File: config.mk
export PLATFORM = sky130hd
export DESIGN_NAME = mop_tree_sched
export DESIGN_NICKNAME = d
export VERILOG_FILES = /design/src/rtl/mop_tree_sched.sv
export SDC_FILE = /design/constraint.sdc
export NUM_CORES = 1
export LEC_CHECK = 0
export ABC_AREA = 1
export BUFFER_PORTS_ARGS = -buffer_cell sky130_fd_sc_hd__buf_2
export CELL_PAD_IN_SITES_DETAIL_PLACEMENT = 0
export CELL_PAD_IN_SITES_GLOBAL_PLACEMENT = 1
export CORE_MARGIN = 2
export CORE_UTILIZATION = 45
export DETAILED_ROUTE_END_ITERATION = 10
export GPL_TIMING_DRIVEN = 1
export PLACE_DENSITY = 0.93
export SLEW_MARGIN = 20
export SYNTH_ARGS = -nofsm -noshare
export SYNTH_HDL_FRONTEND = slang
export SYNTH_SLANG_ARGS = --single-unit
export TNS_END_PERCENT = 20
File: constraint.sdc
create_clock -name clk -period 5.1 [get_ports clk]
set_input_delay 1.53 -clock clk [delete_from_list [all_inputs] [get_ports clk]]
set_output_delay 1.53 -clock clk [all_outputs]
set_load 0.005 [all_outputs]
File: src/rtl/mop_tree_sched.sv
// mop_tree_sched: buffered 8-entry adder-tree reduction over a shared adder.
// Optional cycle counter on cyc_cnt when MOP_TREE_PERF_EN is defined.
module mop_tree_sched #(
  parameter int N = 16,
  parameter int W = N + 3
) (
  input  logic         clk,
  input  logic         rst_n,
  input  logic         start,
  input  logic [3:0]   num_ops,
  input  logic         in_valid,
  input  logic [N-1:0] in_data,
  output logic         in_ready,
  output logic [W-1:0] add_a,
  output logic [W-1:0] add_b,
  output logic         add_cin,
  input  logic [W:0]   add_sum,
  output logic         out_valid,
  output logic [W-1:0] out_data,
  input  logic         out_ready,
`ifdef MOP_TREE_PERF_EN
  output logic [7:0]   cyc_cnt,
`endif
  output logic         busy
);

  typedef enum logic [1:0] {
    IDLE,
    LOAD,
    REDUCE,
    DONE
  } state_t;

  state_t         state_q;
  logic [3:0]     k_q;
  logic [3:0]     idx_q;
  logic [2:0]     step_q;
  logic [W-1:0]   bufr [8];
  logic [2:0]     src_a;
  logic [2:0]     src_b;
  logic [2:0]     dst;
  logic           unused_carry;

  assign unused_carry = add_sum[W];
  assign busy = (state_q != IDLE);

  // Fixed tree schedule: pairs, then quads, then the final merge.
  always_comb begin
    src_a = 3'd0;
    src_b = 3'd1;
    dst   = 3'd0;
    unique case (step_q)
      3'd0: begin src_a = 3'd0; src_b = 3'd1; dst = 3'd0; end
      3'd1: begin src_a = 3'd2; src_b = 3'd3; dst = 3'd2; end
      3'd2: begin src_a = 3'd4; src_b = 3'd5; dst = 3'd4; end
      3'd3: begin src_a = 3'd6; src_b = 3'd7; dst = 3'd6; end
      3'd4: begin src_a = 3'd0; src_b = 3'd2; dst = 3'd0; end
      3'd5: begin src_a = 3'd4; src_b = 3'd6; dst = 3'd4; end
      3'd6: begin src_a = 3'd0; src_b = 3'd4; dst = 3'd0; end
      default: begin src_a = 3'd0; src_b = 3'd1; dst = 3'd0; end
    endcase
  end

  // Shared adder is only driven while reducing; idle elsewhere.
  always_comb begin
    add_a   = '0;
    add_b   = '0;
    add_cin = 1'b0;
    if (state_q == REDUCE) begin
      add_a = bufr[src_a];
      add_b = bufr[src_b];
    end
  end

  // Control FSM with operand buffer and registered handshake outputs.
  always_ff @(posedge clk or negedge rst_n) begin
    if (!rst_n) begin
      state_q   <= IDLE;
      k_q       <= '0;
      idx_q     <= '0;
      step_q    <= '0;
      in_ready  <= 1'b0;
      out_valid <= 1'b0;
      out_data  <= '0;
      for (int i = 0; i < 8; i++) bufr[i] <= '0;
    end else begin
      unique case (state_q)
        IDLE: begin
          if (start) begin
            k_q    <= (num_ops > 4'd8) ? 4'd8 : num_ops;
            idx_q  <= '0;
            step_q <= '0;
            for (int i = 0; i < 8; i++) bufr[i] <= '0;
            if (num_ops == 4'd0) begin
              state_q <= REDUCE;
            end else begin
              state_q  <= LOAD;
              in_ready <= 1'b1;
            end
          end
        end
        LOAD: begin
          if (in_valid && in_ready) begin
            bufr[idx_q[2:0]] <= {{(W-N){1'b0}}, in_data};
            idx_q <= idx_q + 4'd1;
            if (idx_q + 4'd1 == k_q) in_ready <= 1'b0;
          end else if (!in_ready) begin
            state_q <= REDUCE;
          end
        end
        REDUCE: begin
          bufr[dst] <= add_sum[W-1:0];
          step_q    <= step_q + 3'd1;
          if (step_q == 3'd6) begin
            state_q   <= DONE;
            out_valid <= 1'b1;
            out_data  <= add_sum[W-1:0];
          end
        end
        DONE: begin
          if (out_ready) begin
            out_valid <= 1'b0;
            state_q   <= IDLE;
          end
        end
      endcase
    end
  end

`ifdef MOP_TREE_PERF_EN
  // Busy-cycle counter; the cycle entered by start counts as the first.
  always_ff @(posedge clk or negedge rst_n) begin
    if (!rst_n) begin
      cyc_cnt <= '0;
    end else if (state_q == IDLE) begin
      if (start) cyc_cnt <= 8'd1;
    end else if (cyc_cnt != 8'hFF) begin
      cyc_cnt <= cyc_cnt + 8'd1;
    end
  end
`endif

endmodule

Word level (Yosys, flattened, before mapping)
Index checks and enable logic that the tools add are counted. Widths: inputs -> output; s select.

Bits in registers: 186. Word-level logic and storage cells: 103.

$add $sub $neg: 2. Order comparisons: 6. Eq/ne operators: 18. Multiplexer cells: 40. Bitwise logic cells: 3. Reduce and logical (&&, ||, !) cells: 19.

Operators by type and width (count): $pmux 152 s3 (1); $bwmux 152 (2); $mux 152 (2); $mux 19 (8); $bmux 19 s3 (2); $demux 19 s3 (2); $pmux 3 s6 (1); $ne 2x2->1 const B (7); $ge 4x4->1 const B (3); $mux 2 (6); $mux 4 (3); $not 3->4 (3); $reduce_and 5->1 (2); $eq 3x3->1 const B (3); $pmux 3 s3 (1); $reduce_and 3->1 (3); $lt 4x1->1 const B (2); $pmux 2 s4 (1); $pmux 4 s2 (1); $reduce_bool 2->1 (4); $eq 3x2->1 const B (2); $mux 1 (6); $pmux 3 s2 (1); $reduce_and 2->1 (3); 15 further kinds (19).

Longest topological paths before layout
Depth after elaboration: 10. Mapped depth: 13.

Worst setup path after synthesis
Ideal clock, no wire load.

Kind: flip-flop to output port. From: reg step_q[0]. To: out add_a[10]. Data arrival time: 1.784 ns. Required time: 3.570 ns. Setup slack: 1.786 ns. Cell stages (with the launch flop): 12. Buffers on the path: 2. Cells stage by stage: dfrtp_1 -> ha_1 -> ha_1 -> inv_2 -> nand3_2 -> nand2_2 -> inv_2 -> nand2_1 -> buf_4 -> buf_2 -> o21ai_1 -> a211oi_2.

Cells in the longest elaborated chain, start to end: 8. Elaborated cells between the ends (all ways): 11. Those cells by class: eq/ne: 4; mux: 5; bitwise: 1; reduce/logical: 1.

Ends and longest elaborated chain: start, declared (line 37) `logic [2:0] step_q;`; start signal, assigned (line 113) `step_q <= step_q + 3'd1;`; $eq 3x3->1 or $eq 3x2->1 (tied branches) (line 52) `unique case (step_q)`; $reduce_or 2->1 (no source line); $pmux 3 s3 (*) (line 52); $not 3->4 (implied by the code) (*) (line 70) `add_a = bufr[src_a];`; $bmux 19 s3 (*) (line 70); $mux 19 (implied by the code) (*) (2 in a row) (line 70); $mux 19 (*) (line 69) `if (state_q == REDUCE) begin`; end, declared (line 14) `output logic [W-1:0] add_a,`.

Every way passes the cells marked *; elsewhere a longest branch is shown, timed or not. The select of a mux whose other input is x is not followed.

Worst setup path after layout
From: reg step_q[0]. To: out add_b[3].

Cells in the longest elaborated chain, start to end: 7. Elaborated cells between the ends (all ways): 12. Those cells by class: eq/ne: 6; mux: 5; bitwise: 1.

Ends and longest elaborated chain: $eq 3x3->1 (tied with other cells) (line 52); $pmux 3 s6 (*) (line 52); $not 3->4 (implied by the code) (*) (line 71) `add_b = bufr[src_b];`; $bmux 19 s3 (*) (line 71); $mux 19 (implied by the code) (*) (2 in a row) (line 71); $mux 19 (*) (line 69); end, declared (line 15) `output logic [W-1:0] add_b,`.

Marked as above.

==> results.sh <==
export IMPL_route_met2_wl_um=18210
export IMPL_die_x_um=165.5
export IMPL_seq_area_um2=4654
export IMPL_io_pins=106
export IMPL_viasPerCell=5.807
export IMPL_cts_htree_levels=4
export IMPL_cts_tree="built"
export IMPL_clockBufferDepth=2
export IMPL_clock_skew_ns=0.009874
export IMPL_num_nets_final=1793
export IMPL_clock_sinks=186
export IMPL_path_cells="inv_1, ha_1, o21ai_2, nand4_4, buf_4, nand2_1, nand3_1, nand3_1, nand2_1, nor2_1, buf_2"
export IMPL_crit_family="simple AND/OR/NAND/NOR gates"
export IMPL_dieArea_um2=27410
export IMPL_num_fill_cells=2606
export IMPL_ys_ff_latch=186
export IMPL_grt_first_pass_wirelength_um=65340
export IMPL_cts_hold_buf=0
export IMPL_cts_clk_slew_worst_paths_ns=0.08
export IMPL_drive_above_1_share_pct=11.83
export IMPL_cp_buffers_inverters=3
export IMPL_avgSynthCellArea_um2=6.900
export IMPL_grt_max_degree=120
export IMPL_endpoint_kind="output pin"
export IMPL_ir_worst_vdd_v=0.0005166
export IMPL_core_rowCount=59
export IMPL_status="completed"
export IMPL_hp_class="reg -> reg"
export IMPL_r2r_slack_ns=1.82
export IMPL_grt_pass1_vias=11150
export IMPL_dr_pass1_iters=6
export IMPL_power_density_nw_per_um2=712.8
export IMPL_synth_nets=1758
export IMPL_vias=12110
export IMPL_initial_core_util_pct=45.45
export IMPL_clock_root_buffer="clkbuf_16"
export IMPL_slowest_delay_ns=0.42
export IMPL_fin_util_pct=50.15
export IMPL_synth_cell_type_count=43
export IMPL_ys_seq_area_share_pct=39.63
export IMPL_cp_max_fo=21
export IMPL_fmax_mhz=209.0
export IMPL_maxCapViolCount=0
export IMPL_routed_top_layer="met4"
export IMPL_cpMaxStageDelayCell="dfrtp_1"
export IMPL_tightest_slew_ns=1.077
export IMPL_finalNonFillerCells=2085
export IMPL_setup_tns_ns=0
export IMPL_hold_slack_ns=0.4802
export IMPL_antenna_found_initial=0
export IMPL_numCtsBuffers=17
export IMPL_cts_setup_buffers=0
export IMPL_cp_required_ns=3.57
export IMPL_yosys_warnings=0
export IMPL_grt_overflow_total=0
export IMPL_setup_viol=0
export IMPL_slew_violations=0
export IMPL_place_gp_congestion=0.9554
export IMPL_crit_arrival_ns=3.26
export IMPL_place_inst=2053
export IMPL_diodes=0
export IMPL_wl_met1_um=17650
export IMPL_netlist_area_um2=11740
export IMPL_synthCells=1702
export IMPL_crit_type="reg -> out"
export IMPL_detail_route_antenna_nets=0
export IMPL_fin_area_um2=12960
export IMPL_synth_flop_cell="dfrtp_1"
export IMPL_dpl_cell_area_um2=12350
export IMPL_drtIter0Drc=1827
export IMPL_finalCriticalPeriod_ns=4.786
export IMPL_routed_wl_um=42880
export IMPL_drc=0
export IMPL_leakage_uw=0.006690
export IMPL_core_um2=25840
export IMPL_rsz0062_at_grt="no"
export IMPL_dp_hpwl_um=28470
export IMPL_io_buffers=103
export IMPL_slew_headroom_pct=27.95
export IMPL_fp_dieH_um=165.5
export IMPL_avgRoutedWirePerCell_um=20.56
export IMPL_postCtsResizedCells=0
export IMPL_worstSetupStartpointType="register"
export IMPL_period_share_pct=93.84
export IMPL_synthArstFlopShare_pct=100.0
export IMPL_hold_viol_final=0
export IMPL_dr_wl_met3_um=5109
export IMPL_synth_edf_count=0
export IMPL_syn_to_final_growth_pct=10.32
export IMPL_insertion_delay_ns=0.44
export IMPL_multi_input_area_um2=5623
export IMPL_grt_total_usage_pct=31.90
==> power breakdown <==
part	leakage [uW]	switching (uW)	total (uW)	internal [uW]
combinational	0.00387	4370	5870	1500
sequential	0.00253	188	1970	1780
clock	0.000294	673	1400	725
total	0.00669	5230	9230	4010
==> cells by family after synthesis <==
| kind of cell | Yosys count | synth area share, % |
|---|---|---|
| AOI/OAI and AO/OA | 329 | 17.48 |
| adders and majority gates | 11 | 1.172 |
| DFF | 186 | 39.63 |
| other | 1 | 0.03193 |
| xor gates and xnor gates | 4 | 0.2984 |
| buffers and inverters | 356 | 12.76 |
| and+or+nand+nor | 815 | 28.62 |
==> registers in the layout (all words and copies together), names as in the netlist <==
name	count
step_q	3
state_q	2
out_data	19
out_valid	1
k_q	4
idx_q	4
in_ready	1
bufr	152
==> per-stage QoR <==
step,power [uW],setup slack [ns]
detailed placement,7665,0.8041
global placement,7612,0.8820
finish,9235,0.3143
floorplan,5839,1.786
global route,9791,0.2199
CTS,9066,0.3246
==> cells in the mapped netlist, types with 3 or more instances <==
library cell    n  share of area (%)
nor3_1          5               0.21
nor2_1        118                3.8
ha_1           11                1.2
inv_2          17               0.54
o22ai_1        49                2.6
o21ai_1        17               0.72
nor2_4          3               0.29
nand2_1       509                 16
o21ai_0       116                4.9
a211oi_2        6               0.64
a211oi_1        3               0.19
inv_1         228                7.3
buf_6           5               0.48
buf_4          18                1.2
a21oi_1        66                2.8
xor2_1          3               0.22
o221ai_1       10               0.75
nand2_2         5               0.27
dfrtp_1       186                 40
buf_1          11               0.35
clkbuf_1       32                1.0
buf_2          44                1.9
nand3_1       165                7.0
o32ai_1        52                3.9
==> final timing paths <==
check                                    startpoint                        to  cells after the start
setup / recovery              step_q[0]$_DFFE_PN0P_                  add_b[3]                     11
setup reg to reg             state_q[0]$_DFFE_PN0P_   out_data[8]$_DFFE_PN0P_                      8
hold reg to reg            out_data[10]$_DFFE_PN0P_  out_data[10]$_DFFE_PN0P_                      2
hold / removal             out_data[10]$_DFFE_PN0P_  out_data[10]$_DFFE_PN0P_                      2
max in group asynchronous                     rst_n      bufr[62]$_DFFE_PN0P_                      2
min in group asynchronous                     rst_n  out_data[15]$_DFFE_PN0P_                      1
==> worst min-delay path, cell delays in order (launching register included) <==
cell and delay [ns]:
dfrtp_1 0.34, nand2_1 0.05, o21ai_0 0.05
==> placed cells by master (no fill, tap or decap), drive strengths merged <==
master	instances
inv	254
clkinv	3
conb	1
clkbuf	20
nand3	167
nand4	3
bufinv	1
o21ai	135
o32ai	52
buf	125
ha	11
o221ai	10
or2	1
nand2	515
o2111ai	1
a21oi	69
a22o	1
dfrtp	186
clkinvlp	1
a31oi	1
o211ai	1
nor3	6
xnor2	1
o22ai	50
nor2	123
xor2	3
a211oi	9
==> layer usage <==
metal	vias to the layer above	GRT usage (%)
met5	-	0
met1	5692	44.48
met4	0	13.52
met2	710	46.17
met3	123	9.191
li1	5582	-
==> area by class of cell <==
| class | count | area share, % |
|---|---|---|
| clock buffer | 19 | 3.496 |
| timing repair buffer | 126 | 5.669 |
| sequential | 186 | 35.92 |
| multi-input combinational | 1160 | 43.40 |
| inverter | 246 | 7.146 |
| tap | 335 | 3.235 |
| clock inverter | 13 | 1.130 |
No activity file was read; power rests on OpenSTA's default activity.
